==> src/rtl/fetch_ctrl.sv <==
// rtl/fetch_ctrl.sv - instruction fetch controller with single outstanding request and one-entry output buffer
//
// Purpose:
//   Sequential instruction fetch from a doubleword-wide instruction memory.
//   One request is outstanding at a time. Each returned doubleword is placed
//   in a one-entry buffer that feeds the instruction queue. Flush and branch
//   redirects retarget the fetch PC. A redirect that arrives while a request
//   is still in flight makes the FSM discard that response in DROP.
//
// Ports:
//   CLK, RST                  clock, synchronous active-high reset
//   flush, flush_pc           pipeline flush redirect and its target (wins over branch)
//   branch_pc_valid/branch_pc predictor redirect and its target
//   imem_req_valid/addr/ready instruction memory request (8-byte aligned address)
//   imem_rsp_valid/data       instruction memory response, one per accepted request
//   if_iq_valid/pc/instr      fetch packet toward the instruction queue
//   if_iq_ready               instruction queue accepts packet
//   fetch_busy                a request is outstanding (WAIT or DROP)

module fetch_ctrl #(
    parameter logic [63:0] RST_PC = 64'h0000_0000_8000_0000
) (
    input  logic        CLK,
    input  logic        RST,
    input  logic        flush,
    input  logic [63:0] flush_pc,
    input  logic        branch_pc_valid,
    input  logic [63:0] branch_pc,
    output logic        imem_req_valid,
    output logic [63:0] imem_req_addr,
    input  logic        imem_req_ready,
    input  logic        imem_rsp_valid,
    input  logic [63:0] imem_rsp_data,
    output logic        if_iq_valid,
    output logic [63:0] if_iq_pc,
    output logic [63:0] if_iq_instr,
    input  logic        if_iq_ready,
    output logic        fetch_busy
);

    typedef enum logic [1:0] {
        IDLE = 2'd0,
        REQ  = 2'd1,
        WAIT = 2'd2,
        DROP = 2'd3
    } state_t;

    state_t      state_q, state_d;
    logic [63:0] fetch_pc_q, fetch_pc_d;
    logic [63:0] req_pc_q, req_pc_d;
    logic        buf_valid_q, buf_valid_d;
    logic [63:0] buf_pc_q, buf_pc_d;
    logic [63:0] buf_instr_q, buf_instr_d;

    logic        redirect;
    logic [63:0] redirect_pc;
    logic        drain;
    logic        req_fire;

    assign redirect    = flush | branch_pc_valid;
    assign redirect_pc = flush ? flush_pc : branch_pc;
    assign drain       = buf_valid_q & if_iq_ready;

    assign imem_req_addr = {fetch_pc_q[63:3], 3'b000};

    // Output buffer and busy are forced low while reset is held so the
    // outputs are defined even before the first reset edge.
    assign if_iq_valid = ~RST & buf_valid_q;
    assign if_iq_pc    = RST ? 64'd0 : buf_pc_q;
    assign if_iq_instr = RST ? 64'd0 : buf_instr_q;
    assign fetch_busy  = ~RST & ((state_q == WAIT) | (state_q == DROP));

    always_comb begin
        imem_req_valid = 1'b0;
        req_fire       = 1'b0;
        state_d        = state_q;
        fetch_pc_d     = fetch_pc_q;
        req_pc_d       = req_pc_q;
        buf_valid_d    = buf_valid_q & ~drain;
        buf_pc_d       = buf_pc_q;
        buf_instr_d    = buf_instr_q;

        // A new request may only issue if its response will find the buffer
        // empty: either it is empty now or it is handed off this cycle.
        if (!RST && state_q == REQ && !redirect && (!buf_valid_q || if_iq_ready)) begin
            imem_req_valid = 1'b1;
        end
        req_fire = imem_req_valid & imem_req_ready;

        if (redirect) begin
            fetch_pc_d  = redirect_pc;
            buf_valid_d = 1'b0;
            // A request still in flight must have its response swallowed;
            // a response arriving this very cycle is simply ignored.
            if ((state_q == WAIT || state_q == DROP) && !imem_rsp_valid) begin
                state_d = DROP;
            end else begin
                state_d = REQ;
            end
        end else begin
            case (state_q)
                IDLE: state_d = REQ;
                REQ: begin
                    if (req_fire) begin
                        req_pc_d   = fetch_pc_q;
                        fetch_pc_d = {fetch_pc_q[63:3], 3'b000} + 64'd8;
                        state_d    = WAIT;
                    end
                end
                WAIT: begin
                    if (imem_rsp_valid) begin
                        buf_valid_d = 1'b1;
                        buf_pc_d    = req_pc_q;
                        buf_instr_d = imem_rsp_data;
                        state_d     = REQ;
                    end
                end
                DROP: begin
                    if (imem_rsp_valid) begin
                        state_d = REQ;
                    end
                end
                default: state_d = IDLE;
            endcase
        end
    end

    always_ff @(posedge CLK) begin
        if (RST) begin
            state_q     <= IDLE;
            fetch_pc_q  <= RST_PC;
            req_pc_q    <= 64'd0;
            buf_valid_q <= 1'b0;
            buf_pc_q    <= 64'd0;
            buf_instr_q <= 64'd0;
        end else begin
            state_q     <= state_d;
            fetch_pc_q  <= fetch_pc_d;
            req_pc_q    <= req_pc_d;
            buf_valid_q <= buf_valid_d;
            buf_pc_q    <= buf_pc_d;
            buf_instr_q <= buf_instr_d;
        end
    end

endmodule

==> config.mk <==
export PLATFORM = sky130hd
export DESIGN_NAME = fetch_ctrl
export DESIGN_NICKNAME = d
export VERILOG_FILES = /design/src/rtl/fetch_ctrl.sv
export SDC_FILE = /design/constraint.sdc
export NUM_CORES = 1
export LEC_CHECK = 0
export CAP_MARGIN = 5
export CORE_MARGIN = 3
export CORE_UTILIZATION = 47
export DETAILED_ROUTE_END_ITERATION = 12
export GPL_TIMING_DRIVEN = 0
export PLACE_DENSITY = 0.92
export SKIP_CTS_REPAIR_TIMING = 1
export SLEW_MARGIN = 20
export SYNTH_ARGS = -nofsm -noshare
export SYNTH_HDL_FRONTEND = slang
export SYNTH_SLANG_ARGS = --single-unit
==> constraint.sdc <==
create_clock -name CLK -period 4 [get_ports CLK]
set_clock_uncertainty 0.15 [all_clocks]
set_input_delay 1.2 -clock CLK [delete_from_list [all_inputs] [get_ports CLK]]
set_output_delay 1.2 -clock CLK [all_outputs]
set_load 0.02 [all_outputs]
=== After elaboration in Yosys (flattened, before gate mapping) ===
Cells that the tools add are included.

* Bits in registers: 259
* Input port bits: 199
* Output and inout bits: 195
* Logic and storage cells: 55

* Add/sub/neg operators: 1
* Equality and inequality tests: 5
* Mux-type cells: 14
* Bitwise gates (word level): 10
* Reductions and logical operators: 19

{| class="wikitable"
|+ Operators by type and width
! operator !! number
|-
| $mux 64 || 6
|-
| $add 64x4->64 const B || 1
|-
| $mux 2 || 4
|-
| $pmux 2 s3 || 1
|-
| $reduce_and 3->1 || 2
|-
| $and 1x1->1 || 5
|-
| $eq 2x2->1 const B || 2
|-
| $logic_and 1x1->1 || 4
|-
| $logic_not 1->1 || 4
|-
| $reduce_and 2->1 || 2
|-
| $reduce_bool 2->1 || 2
|-
| $reduce_or 2->1 || 2
|-
| $mux 1 || 3
|-
| $ne 3x1->1 const B || 1
|-
| $ne 3x3->1 const B || 1
|-
| $not 1->1 || 3
|-
| $eq 2x1->1 const B || 1
|-
| $logic_not 2->1 || 1
|-
| $logic_or 1x1->1 || 2
|-
| $or 1x1->1 || 2
|}

=== Logic depth before layout (Yosys ltp) ===
* Word-level depth: 9
* Gate-level depth with buffers: 9
* Depth with buffers taken out: 7

=== Worst setup path after synthesis ===
Ideal clock, no wire load.

* Kind: input-to-output
* Start: in RST
* End: out fetch_busy
* Data arrival time: 2468 ps
* Required time: 2650 ps
* Path slack: 182 ps
* Stages on the path: 5
* Path buffers: 4
* Cell sequence: clkbuf_1 > clkbuf_1 > buf_1 > buf_1 > nor2b_1

* Cells in the longest elaborated chain, start to end: 2

{| class="wikitable"
|+ Ends and longest elaborated chain
! what !! line !! RTL
|-
| start, declared || 24 || <nowiki>input logic RST,</nowiki>
|-
| $not 1->1 || 71 || <nowiki>assign fetch_busy = ~RST & ((state_q == WAIT) | (state_q == DROP));</nowiki>
|-
| $and 1x1->1 || 71 ||
|-
| end, declared || 38 || <nowiki>output logic fetch_busy</nowiki>
|}

Every way passes these cells.

=== Final worst setup path ===
* Start: in if_iq_ready
* End: reg fetch_pc_q[26]

* Cells in the longest elaborated chain, start to end: 6

{| class="wikitable"
|+ Ends and longest elaborated chain
! what !! line !! RTL
|-
| start, declared || 37 || <nowiki>input logic if_iq_ready,</nowiki>
|-
| $logic_or 1x1->1 || 85 || <nowiki>if (!RST && state_q == REQ && !redirect && (!buf_valid_q || if_iq_ready)) begin</nowiki>
|-
| $logic_and 1x1->1 || 85 ||
|-
| $mux 1 || 85 ||
|-
| $and 1x1->1 || 88 || <nowiki>req_fire = imem_req_valid & imem_req_ready;</nowiki>
|-
| $reduce_bool 2->1 (no source line) || -- ||
|-
| $reduce_and 2->1 (no source line) || -- ||
|-
| end signal, assigned || 138 || <nowiki>fetch_pc_q <= fetch_pc_d;</nowiki>
|-
| end, declared || 49 || <nowiki>logic [63:0] fetch_pc_q, fetch_pc_d;</nowiki>
|}

Every way passes these cells.
A chain may end at the register's enable or synchronous reset.

==> out/qor.txt <==
Synth Warn #: 0
hold_ws: 0.310 ns
Synth Register Bits: 259
die area: 0.0281 mm²
Via-to-Cell Ratio: 6.06
Hold Violations, Final: 0
pin count of the biggest net entering global routing: 15
num ports: 394
worst min-delay path category: register to register
worst reg-to-reg setup slack: 0.65 ns
die extent in x: 168 µm
Post-Synth Simple-Gate Area: 24.4%
Critical Path RT: 4.31 ns
Final Instance Count excl. Fillers: 2290
# nets final: 2137
hpwl dp: 39.7 mm
most frequent cells in the layout: 261 x clkdlybuf4s50_1, 259 x dfxtp_1, 231 x nand2_1
post-place setup slack: -2.28 ns
first-pass GRT wire length: 79.0 mm
Yosys top cell area share: 42.2%
commonest non-fill, non-tap cell in the layout: clkdlybuf4s50_1
crit path max fanout: 10
Synth Area in Compound Gates: 23.4%
Final Cycle Share: 100%
Final WS setup: -0.0199 ns
ys async rst share: 0%
DRT Wirelength: 54.5 mm
Mapped Avg Cell Area: 8.10 µm²
GPL Wtd Cong: 1.02
Seq/Total Area, Yosys: 42.2%
CTS Buf Count: 27
adder-cell area share of the yosys netlist: 0.102%
Sink Count: 259
Max Cap Viol: 0
failing checks: negative setup slack
Syn-to-layout area delta: 46.6%
Synth area leaders: dfxtp_1 42%, o22a_1 9.1%, nand2_1 7.1%
CTS H-tree lvls: 1
PwrDens: 351 mW/mm²
Leak: 8.84 nW
dpl cells: 2236
All-Layer GR Usage: 35.9%
core area: 0.0254 mm²
via count: 13885
predominant post-synthesis flop cell: dfxtp_1
status: finished, violations left
vias in the first global route: 13271
Fin Setup TNS: -0.0199 ns
Clock Path Buffers: 3
CTS tree: yes
Worst-Skew Late Latency: 0.56 ns
crit end category: register
# DRC: 0
largest area contributor in the netlist: dfxtp_1
initial antenna violation count: 3
XOR/XNOR Fraction of Synth Area: 1.07%
Fillers: 1882
fin util: 70.9%
Critical Path Source Type: input port
Slew Limit Headroom: 36.1%
DRT iter0 DRCs: 1854
Starting Density: 48.4%
worst-margin pin slew: 0.959 ns
fin. max-slew vios: 0
post-synthesis mux area share: 0.244%
Die Height: 168 µm
Post-Syn Area: 0.0123 mm²
final setup fails: 1
largest family of logic cells by synthesized area: simple AND/OR/NAND/NOR gates
Yosys cell types: 61
Peak Freq: 249 MHz
number of enable flip-flop cells after synthesis: 0
layout cells sized above 1: 8.79%
Overflow after GRT: 0
critical path arrival: 4.33 ns
Final ANT Viol Nets: 0
# port buffers: 388
Post-Synthesis Cells: 1516
row cnt: 58
Clock Tree Root: clkbuf_16
drt pass-1 iters: 5
minimum clock period: 4.02 ns
Avg WL per Cell: 23.8 µm
Worst VDD drop: 0.266 mV
clk slew on worst S/H paths: 0.07 ns
Crit Path Class: input port to register
-- kinds of logic after synthesis --
family / Yosys count
compound gates: 426
other cells: 1
flops: 259
buf+inv: 208
xor+xnor: 15
mux: 3
fa+ha+maj: 1
simple gates: 603
-- synthesized netlist by cell type, drive strengths merged (14+ instances only) --
master and instances:
and3 14, o21ai 43, nor2 79, inv 22
nor4 15, nand3 38, dfxtp 259, clkbuf 86
nand2 231, a211oi 14, a21oi 169, nor3 27
nand4 21, nor2b 135, o22a 128, buf 100
-- stage by stage --
| step | total power [mW] | area [µm²] |
|---|---|---|
| floorplan | 3.10 | 12300 |
| finish | 6.31 | 18000 |
| detailed placement | 3.55 | 16600 |
| global placement | 3.53 | 16600 |
| CTS | 6.26 | 17600 |
| global route | 6.45 | 18000 |
-- power by group --
part	switching, mW	internal (mW)	leakage (nW)
combinational	0.429	0.400	6.26
clock	1.10	1.67	0.485
sequential	0.0828	2.63	2.10
total	1.61	4.70	8.84
-- path summary, 6_finish.rpt --
check / startpoint / endpoint / cells past startpoint
max: if_iq_ready / fetch_pc_q[26] / 8
min: req_pc_q[53] / req_pc_q[53] / 2
max reg2reg: state_q[0] / fetch_pc_q[26] / 7
min reg2reg: req_pc_q[53] / req_pc_q[53] / 2
-- layout make-up --
type,count,area [µm²],share of cell area (%)
multi-input combinational,1051,6090,33.8
sequential,259,5180,28.8
timing repair buffer,390,4220,23.4
buffer,186,1030,5.75
clock buffer,36,769,4.27
tap,330,413,2.29
clock inverter,13,205,1.14
inverter,22,82.6,0.459
antenna,3,7.51,0.0417
-- registers in the layout (all words and copies together) (netlist names) --
| register | count |
|---|---|
| fetch_pc_q | 64 |
| buf_instr_q | 64 |
| state_q | 2 |
| req_pc_q | 64 |
| buf_valid_q | 1 |
| buf_pc_q | 64 |
-- worst max-delay path: stages --
cell             delay, ns
clkdlybuf4s50_1       0.45
nand2b_1              0.26
nand3_1               0.30
clkbuf_1              0.43
o21ai_1               0.86
buf_2                 0.44
a21oi_1               0.13
a211oi_1              0.25
-- routing by layer --
metal	vias to the layer above	part of all wire, %	GRT usage (%)
met4	0	6.1	18.5
li1	6116	-	-
met5	-	0	0
met1	6496	37	45.2
met2	1062	46	58.4
met3	211	11	7.58
Power figures use the tool's default switching activity.
